**config.mk**
```make
export PLATFORM = sky130hd
export DESIGN_NAME = spike_rate_meter
export DESIGN_NICKNAME = d
export VERILOG_FILES = /design/src/rtl/spike_pkg.sv /design/src/rtl/spike_window_timer.sv /design/src/rtl/spike_rate_meter.sv
export SDC_FILE = /design/constraint.sdc
export NUM_CORES = 1
export LEC_CHECK = 0
export ABC_AREA = 1
export CAP_MARGIN = 20
export CORE_MARGIN = 2
export CORE_UTILIZATION = 35
export CTS_BUF_LIST = sky130_fd_sc_hd__clkbuf_4 sky130_fd_sc_hd__clkbuf_8
export DETAILED_ROUTE_END_ITERATION = 7
export GPL_TIMING_DRIVEN = 0
export PLACE_DENSITY = 0.64
export SLEW_MARGIN = 20
export SYNTH_ARGS = -nofsm -noshare
export SYNTH_HDL_FRONTEND = slang
export SYNTH_HIERARCHICAL = 1
export SYNTH_SLANG_ARGS = --single-unit
```
**constraint.sdc**
```tcl
create_clock -name clk -period 3.9 [get_ports clk]
set_input_delay 0.39 -clock clk [delete_from_list [all_inputs] [get_ports clk]]
set_output_delay 0.39 -clock clk [all_outputs]
set_load 0.05 [all_outputs]
```
**src/rtl/spike_pkg.sv**
```systemverilog
// Shared types and default widths for the spike-rate measurement path
// (neuron bench, rate meter and JTAG readout).
package spike_pkg;

    typedef enum logic {
        ST_IDLE  = 1'b0,
        ST_COUNT = 1'b1
    } meter_state_t;

    localparam int SPIKE_CNT_WIDTH = 16;
    localparam int SPIKE_WIN_WIDTH = 16;

endpackage

```
**src/rtl/spike_window_timer.sv**
```systemverilog
// Window down-counter: load wins over enable, counting stops at zero and
// 'last' flags the final cycle of a window.
module spike_window_timer #(
    parameter int WIDTH = 16
) (
    input  logic             clk,
    input  logic             rst,
    input  logic             load,
    input  logic [WIDTH-1:0] load_val,
    input  logic             en,
    output logic             last
);

    logic [WIDTH-1:0] count_q;
    logic [WIDTH-1:0] count_d;

    always_comb begin
        count_d = count_q;
        if (load) begin
            count_d = load_val;
        end else if (en && (count_q != '0)) begin
            count_d = count_q - WIDTH'(1);
        end
    end

    always_ff @(posedge clk) begin
        if (!rst) begin
            count_q <= '0;
        end else begin
            count_q <= count_d;
        end
    end

    assign last = (count_q == '0);

endmodule

```
**src/rtl/spike_rate_meter.sv**
```systemverilog
// Counts spikes over a programmable window and offers each window's count
// on a registered valid/ready output with sticky overwrite detection.
module spike_rate_meter
    import spike_pkg::*;
#(
    parameter int CNT_WIDTH = SPIKE_CNT_WIDTH,
    parameter int WIN_WIDTH = SPIKE_WIN_WIDTH
) (
    input  logic                 clk,
    input  logic                 rst,
    input  logic                 enable,
    input  logic                 spike_in,
    input  logic [WIN_WIDTH-1:0] window,
    output logic [CNT_WIDTH-1:0] count_data,
    output logic                 count_sat,
    output logic                 count_valid,
    input  logic                 count_ready,
    output logic                 dropped,
    output meter_state_t         state_dbg
);

    // Handshake: a result is transferred on any rising edge where
    // count_valid & count_ready; count_valid never depends on count_ready
    // combinationally, and a fresh result may load in the transfer cycle.

    localparam logic [CNT_WIDTH-1:0] CNT_MAX = '1;

    meter_state_t         state_q, state_d;
    logic [CNT_WIDTH-1:0] acc_q, acc_d;
    logic                 sat_q, sat_d;
    logic [CNT_WIDTH-1:0] data_q, data_d;
    logic                 osat_q, osat_d;
    logic                 valid_q, valid_d;
    logic                 dropped_q, dropped_d;

    logic                 timer_load;
    logic [WIN_WIDTH-1:0] timer_val;
    logic                 timer_en;
    logic                 timer_last;

    logic                 win_start;
    logic [CNT_WIDTH-1:0] acc_sum;
    logic                 sat_next;

    assign win_start = enable && (window != '0);
    assign acc_sum   = (acc_q == CNT_MAX) ? CNT_MAX
                                          : acc_q + {{(CNT_WIDTH-1){1'b0}}, spike_in};
    assign sat_next  = sat_q || (acc_sum == CNT_MAX);

    spike_window_timer #(
        .WIDTH (WIN_WIDTH)
    ) u_timer (
        .clk      (clk),
        .rst      (rst),
        .load     (timer_load),
        .load_val (timer_val),
        .en       (timer_en),
        .last     (timer_last)
    );

    always_comb begin
        state_d    = state_q;
        acc_d      = acc_q;
        sat_d      = sat_q;
        data_d     = data_q;
        osat_d     = osat_q;
        valid_d    = valid_q;
        dropped_d  = dropped_q;
        timer_load = 1'b0;
        timer_val  = window - WIN_WIDTH'(1);
        timer_en   = 1'b0;

        if (valid_q && count_ready) begin
            valid_d = 1'b0;
        end

        case (state_q)
            ST_IDLE: begin
                if (win_start) begin
                    state_d    = ST_COUNT;
                    timer_load = 1'b1;
                    acc_d      = '0;
                    sat_d      = 1'b0;
                end
            end
            ST_COUNT: begin
                if (timer_last) begin
                    // Window end completes even if enable drops on this cycle.
                    data_d  = acc_sum;
                    osat_d  = sat_next;
                    valid_d = 1'b1;
                    if (valid_q && !count_ready) begin
                        dropped_d = 1'b1;
                    end
                    acc_d = '0;
                    sat_d = 1'b0;
                    if (win_start) begin
                        timer_load = 1'b1;
                    end else begin
                        state_d = ST_IDLE;
                    end
                end else if (!enable) begin
                    state_d    = ST_IDLE;
                    acc_d      = '0;
                    sat_d      = 1'b0;
                    timer_load = 1'b1;
                    timer_val  = '0;
                end else begin
                    acc_d    = acc_sum;
                    sat_d    = sat_next;
                    timer_en = 1'b1;
                end
            end
            default: begin
                state_d = ST_IDLE;
            end
        endcase
    end

    always_ff @(posedge clk) begin
        if (!rst) begin
            state_q   <= ST_IDLE;
            acc_q     <= '0;
            sat_q     <= 1'b0;
            data_q    <= '0;
            osat_q    <= 1'b0;
            valid_q   <= 1'b0;
            dropped_q <= 1'b0;
        end else begin
            state_q   <= state_d;
            acc_q     <= acc_d;
            sat_q     <= sat_d;
            data_q    <= data_d;
            osat_q    <= osat_d;
            valid_q   <= valid_d;
            dropped_q <= dropped_d;
        end
    end

    assign count_data  = data_q;
    assign count_sat   = osat_q;
    assign count_valid = valid_q;
    assign dropped     = dropped_q;
    assign state_dbg   = state_q;

endmodule
```
== Word level (Yosys, flattened, before mapping) ==
Cells that the tools add are included.

* Muxes and demuxes: 26
* Bitwise operators: 1
* Equality and inequality tests: 3
* $add $sub $neg: 3
* Reduce and logical (&&, ||, !) cells: 12

{| class="wikitable"
|+ Operators with widths
! cell !! number
|-
| 16-bit 2-to-1 mux || 9
|-
| 16-bit == test (second input constant) || 2
|-
| 16-bit one-hot mux with 2 select lines || 1
|-
| 16-bit nonzero test || 2
|-
| 16-bit by 1-bit subtractor with 16-bit output (second input constant) || 2
|-
| 16-bit by 1-bit adder with 16-bit output || 1
|-
| 16-bit logical NOT || 1
|-
| 1-bit 2-to-1 mux || 13
|-
| 1-bit one-hot mux with 2 select lines || 3
|-
| 1-bit logical AND || 4
|-
| 3-bit AND reduction || 1
|-
| 2-bit != test (second input constant) || 1
|-
| 2-bit AND reduction || 1
|-
| 2-bit nonzero test || 1
|-
| 1-bit logical NOT || 1
|-
| 1-bit logical OR || 1
|-
| 1-bit inverter || 1
|}

* Output and inout bits: 20
* Word-level logic and storage cells: 53
* Input port bits: 21
* Flip-flop bits (word level): 53

== Longest topological paths before layout ==
* Depth in word-level cells: 7
* Depth in mapped cells: 18
* Gate-level depth less buffers: 16

== Modules after synthesis ==
Netlist, hierarchy kept.

{| class="wikitable"
|+ By module, submodules not included
! module !! instances !! area an instance (um^2) !! cells an instance !! seq. area each (um^2)
|-
| spike_rate_meter || 1 || 2366.0 || 376 || 740.7
|-
| spike_window_timer || 1 || 1206.2 || 220 || 320.3
|}

== Worst setup path before layout ==
Ideal clock, no wire load.

* Kind: register to register
* Start point: reg u_timer.count_q[0]
* End point: reg u_timer.count_q[7]
* Period minus slack after synthesis: 2819 ps
* Data arrival time: 2706 ps
* Cell stages (with the launch flop): 18
* Path slack: 1081 ps
* Setup time: 113 ps
* Data required time: 3787 ps
* Buffers on the path: 2
* Cells stage by stage: dfxtp_1 -> inv_1 -> ha_1 -> nand2_2 -> nor2_2 -> nand2_1 -> nor4_1 -> inv_1 -> nand3_1 -> inv_1 -> clkbuf_1 -> a21oi_1 -> clkinv_1 -> clkbuf_1 -> nand3_1 -> nand2_1 -> nor2_1 -> nor2_1

* Word-level cells in the longest chain between the ends: 5
* Elaborated cells on any way between the ends: 13
* Those cells by class: add/sub (1); mux (8); reduce/logical (4)

{| class="wikitable"
|+ Ends and longest elaborated chain
! what !! line !! text
|-
| start: declaration || spike_window_timer.sv:14 || <nowiki>logic [WIDTH-1:0] count_q;</nowiki>
|-
| start signal: assignment || spike_window_timer.sv:30 || <nowiki>count_q <= count_d;</nowiki>
|-
| 16-bit logical NOT || spike_window_timer.sv:34 || <nowiki>assign last = (count_q == '0);</nowiki>
|-
| net timer_last || spike_rate_meter.sv:39 || <nowiki>logic timer_last;</nowiki>
|-
| 1-bit 2-to-1 mux || spike_rate_meter.sv:87 || <nowiki>if (timer_last) begin</nowiki>
|-
| 1-bit 2-to-1 mux || spike_rate_meter.sv:77 || <nowiki>case (state_q)</nowiki>
|-
| net timer_en || spike_rate_meter.sv:38 || <nowiki>logic timer_en;</nowiki>
|-
| 1-bit logical AND || spike_window_timer.sv:21 || <nowiki>end else if (en && (count_q != '0)) begin</nowiki>
|-
| 2-bit nonzero test (no line) || n/a ||
|}

The timed path passes the listed nets, and every way through them passes these cells. The select of a mux whose other input is x is not followed.
A chain may end at the register's enable or synchronous reset.

== Worst setup path in the final report ==
* Start point: reg u_timer.count_q[0]
* End point: reg u_timer.count_q[7]

* Elaborated cells on any way between the ends: 13
* Those cells by class: add/sub (1); mux (8); reduce/logical (4)

{| class="wikitable"
|+ RTL lines
! what !! line !! text
|-
| 16-bit logical NOT (*) || spike_window_timer.sv:34 ||
|-
| net timer_last || spike_rate_meter.sv:39 ||
|-
| 1-bit 2-to-1 mux (*) || spike_rate_meter.sv:87 ||
|-
| 1-bit one-hot mux with 2 select lines (*) || spike_rate_meter.sv:77 ||
|-
| net timer_load || spike_rate_meter.sv:36 || <nowiki>logic timer_load;</nowiki>
|-
| 16-bit 2-to-1 mux or 2-bit nonzero test (tied branches) || n/a ||
|}

Mark *: on every way through the listed nets, which the timed path passes. The rest lies on a longest branch. The select of a mux whose other input is x is not followed.

==> flow_metrics.tcl <==
set metrics [dict create \
    status "finished clean" \
    timing.final.hold_violations 0 \
    wl_per_cell_um 12.9 \
    ys_async_sr_fraction_pct 0 \
    die_w_um 105 \
    critical_path_class "flop to flop" \
    viasPerCell 4.97 \
    place_area_um2 4140 \
    start_util_pct 36.4 \
    p_per_area_nw_per_um2 304 \
    netlist_area_um2 3570 \
    multiInputGateArea_um2 2140 \
    cts-root-buf "clkbuf_8" \
    final_area_um2 4300 \
    cp-end-kind "flop" \
    grt_pass1_wl_mm 16.6 \
    area_growth_syn_to_layout_pct 20.5 \
    routabilityCongestion 0.911 \
    final_cell_mix "nand2_1, nor2_1, inv_1" \
    worstSetupStartpointType "flop" \
    timing.fmax_mhz 286 \
    path_max_fanout 10 \
    preCtsSetupSlack_ns -0.0381 \
    rsz0062_at_grt "false" \
    max-slew-margin-rel_pct 57.7 \
    cts_made_buffers 5 \
    synthFlopType "dfxtp_1" \
    drt_iter0_markers 178 \
    pin_count 41 \
    min_period_ns 3.49 \
    setup_slack_ns 0.406 \
    maxCapViolations 0 \
    hold_buffers 0 \
    final_common_cell "nand2_1" \
    routed_wl_mm 10.1 \
    fillers 1053 \
    fin_crit_sh_pct 89.6 \
    num_vias 3877 \
    grt_overflow 0 \
    postSynthAreaPerCell_um2 5.99 \
    setup_violations 0 \
    ys.warnings.count 6 \
    diodes 0 \
    io_buffers 40 \
    ys_seq_area_share_pct 29.7 \
    fp.coreArea_um2 9820 \
    grt_pass1_vias 3461 \
    crit_arrival_ns 3.70 \
    grt_use_total_pct 18.3 \
    fp-row-count 36 \
    dpl.hpwl_mm 7.97 \
    skew_ns 0.00612 \
    first_pass_iters 5 \
    cts_tree "done" \
    cts_buffer_depth 2 \
    synth-edff-count 0 \
    yosys.cell_types.count 33 \
    clkTransAtPathRegs_ns 0.09 \
    synthCells 596 \
    p_leak_nw 1.85 \
    die_h_um 105 \
    syn-num-nets 622 \
    cts_num_sinks 53 \
    ff_latch_area_um2 1060 \
    htreeDepth 2 \
    final_layout_size_suffix_gt1_share_pct 7.11 \
    antenna_found_initial 0 \
    drc 0 \
    grt_max_degree 16 \
    required_ns 4.11 \
    peakVddDrop_uv 150 \
    dieArea_um2 11000 \
    clk_latency_ns 0.31 \
    ant_nets 0 \
    synth.ff_latch_count 53 \
    layout.nets 672 \
    hp-class "flop to flop" \
    drv_slew 0 \
    worst_slew_pin_slew_ns 0.632 \
]
Yosys cell counts (6+ instances only):
library cell	instances	share of area, %
a21oi_1	32	4.5
clkbuf_1	11	1.2
dfxtp_1	53	30
inv_1	84	8.8
nand2_1	129	14
nand2_2	7	1.2
nand3_1	50	7.0
nand4_1	8	1.4
nor2_1	119	13
nor2_2	7	1.2
nor3_1	6	0.84
o21ai_0	36	5.0
o21ai_1	6	0.84
power breakdown:
| part | internal [W] | switching (W) |
|---|---|---|
| clock network | 0.000217 | 0.000184 |
| logic | 0.000113 | 0.000206 |
| registers | 0.000565 | 0.0000243 |
| total | 0.000894 | 0.000414 |
worst max-delay path, cell delays in order, from the launching register on:
cell and delay, ns:
dfxtp_1 0.33, inv_1 0.07, ha_1 0.20, nand2_2 0.12, nor2_2 0.28, nand2_1 0.16
nor4_1 0.32, inv_1 0.12, nand3_1 0.33, clkinvlp_4 0.28, a21oi_4 0.26, clkinvlp_4 0.25
clkbuf_1 0.32, nand3_1 0.16, nand2_1 0.05, nor2_1 0.09, nor2_1 0.05
path summary, 6_finish.rpt:
path	cells after the start	endpoint	slack [ns]	start
max reg2reg	16	u_timer/count_q[7]	0.41	u_timer/count_q[0]
min reg2reg	2	dropped	0.48	dropped
max	16	u_timer/count_q[7]	0.41	u_timer/count_q[0]
min	2	dropped	0.48	dropped
cells by family after synthesis:
group	after synthesis	share of synthesized area (%)
buffers and inverters	100	10.8
XOR/XNOR	8	1.96
AND/OR/NAND/NOR	343	42.5
adder cells (fa/ha/maj)	5	1.75
flip-flops	53	29.7
AO/OA/AOI/OAI	87	13.3
stage by stage:
step,instances,hold WS (ns),power (W),utilization (%),setup TNS [ns]
2_1_floorplan,596,0.474,0.000815,-,0
3_3_place_gp,769,0.454,0.000905,42.2,-0.153
3_5_place_dp,769,0.472,0.000911,42.2,-0.148
4_1_cts,777,0.495,0.00131,43.4,0
5_1_grt,780,0.523,0.00138,43.8,0
6_report,780,0.484,0.00131,43.8,0
registers in the layout, indices dropped and copies added, names as in the netlist:
signal	flops
acc_q	16
count_data	16
u_timer/count_q	16
count_sat	1
count_valid	1
dropped	1
sat_q	1
state_dbg	1
area by class of cell:
class                      instances  area share (%)
multi-input combinational        443            49.6
tap                              133            3.87
clock inverter                     1           0.698
clock buffer                       7            2.09
timing repair buffer              44            10.0
inverter                          86            7.67
sequential                        53            24.7
buffer                            13            1.40
per-layer routing:
layer | part of all wire [%] | global-route usage (%) | up-vias | wire [um]
met1 | 51 | 27.4 | 1786 | 5130
met4 | 1.1 | 3.52 | 0 | 107
met5 | 0 | 0 | - | 0
li1 | - | - | 1997 | -
met2 | 44 | 27.4 | 84 | 4410
met3 | 4.1 | 3.12 | 10 | 414
repair_timing:
action,CTS,global route
endpoints found under the setup margin,10,16
buffers inserted,0,4
gates resized for setup,1,3
(Power assumes the default switching activity.)
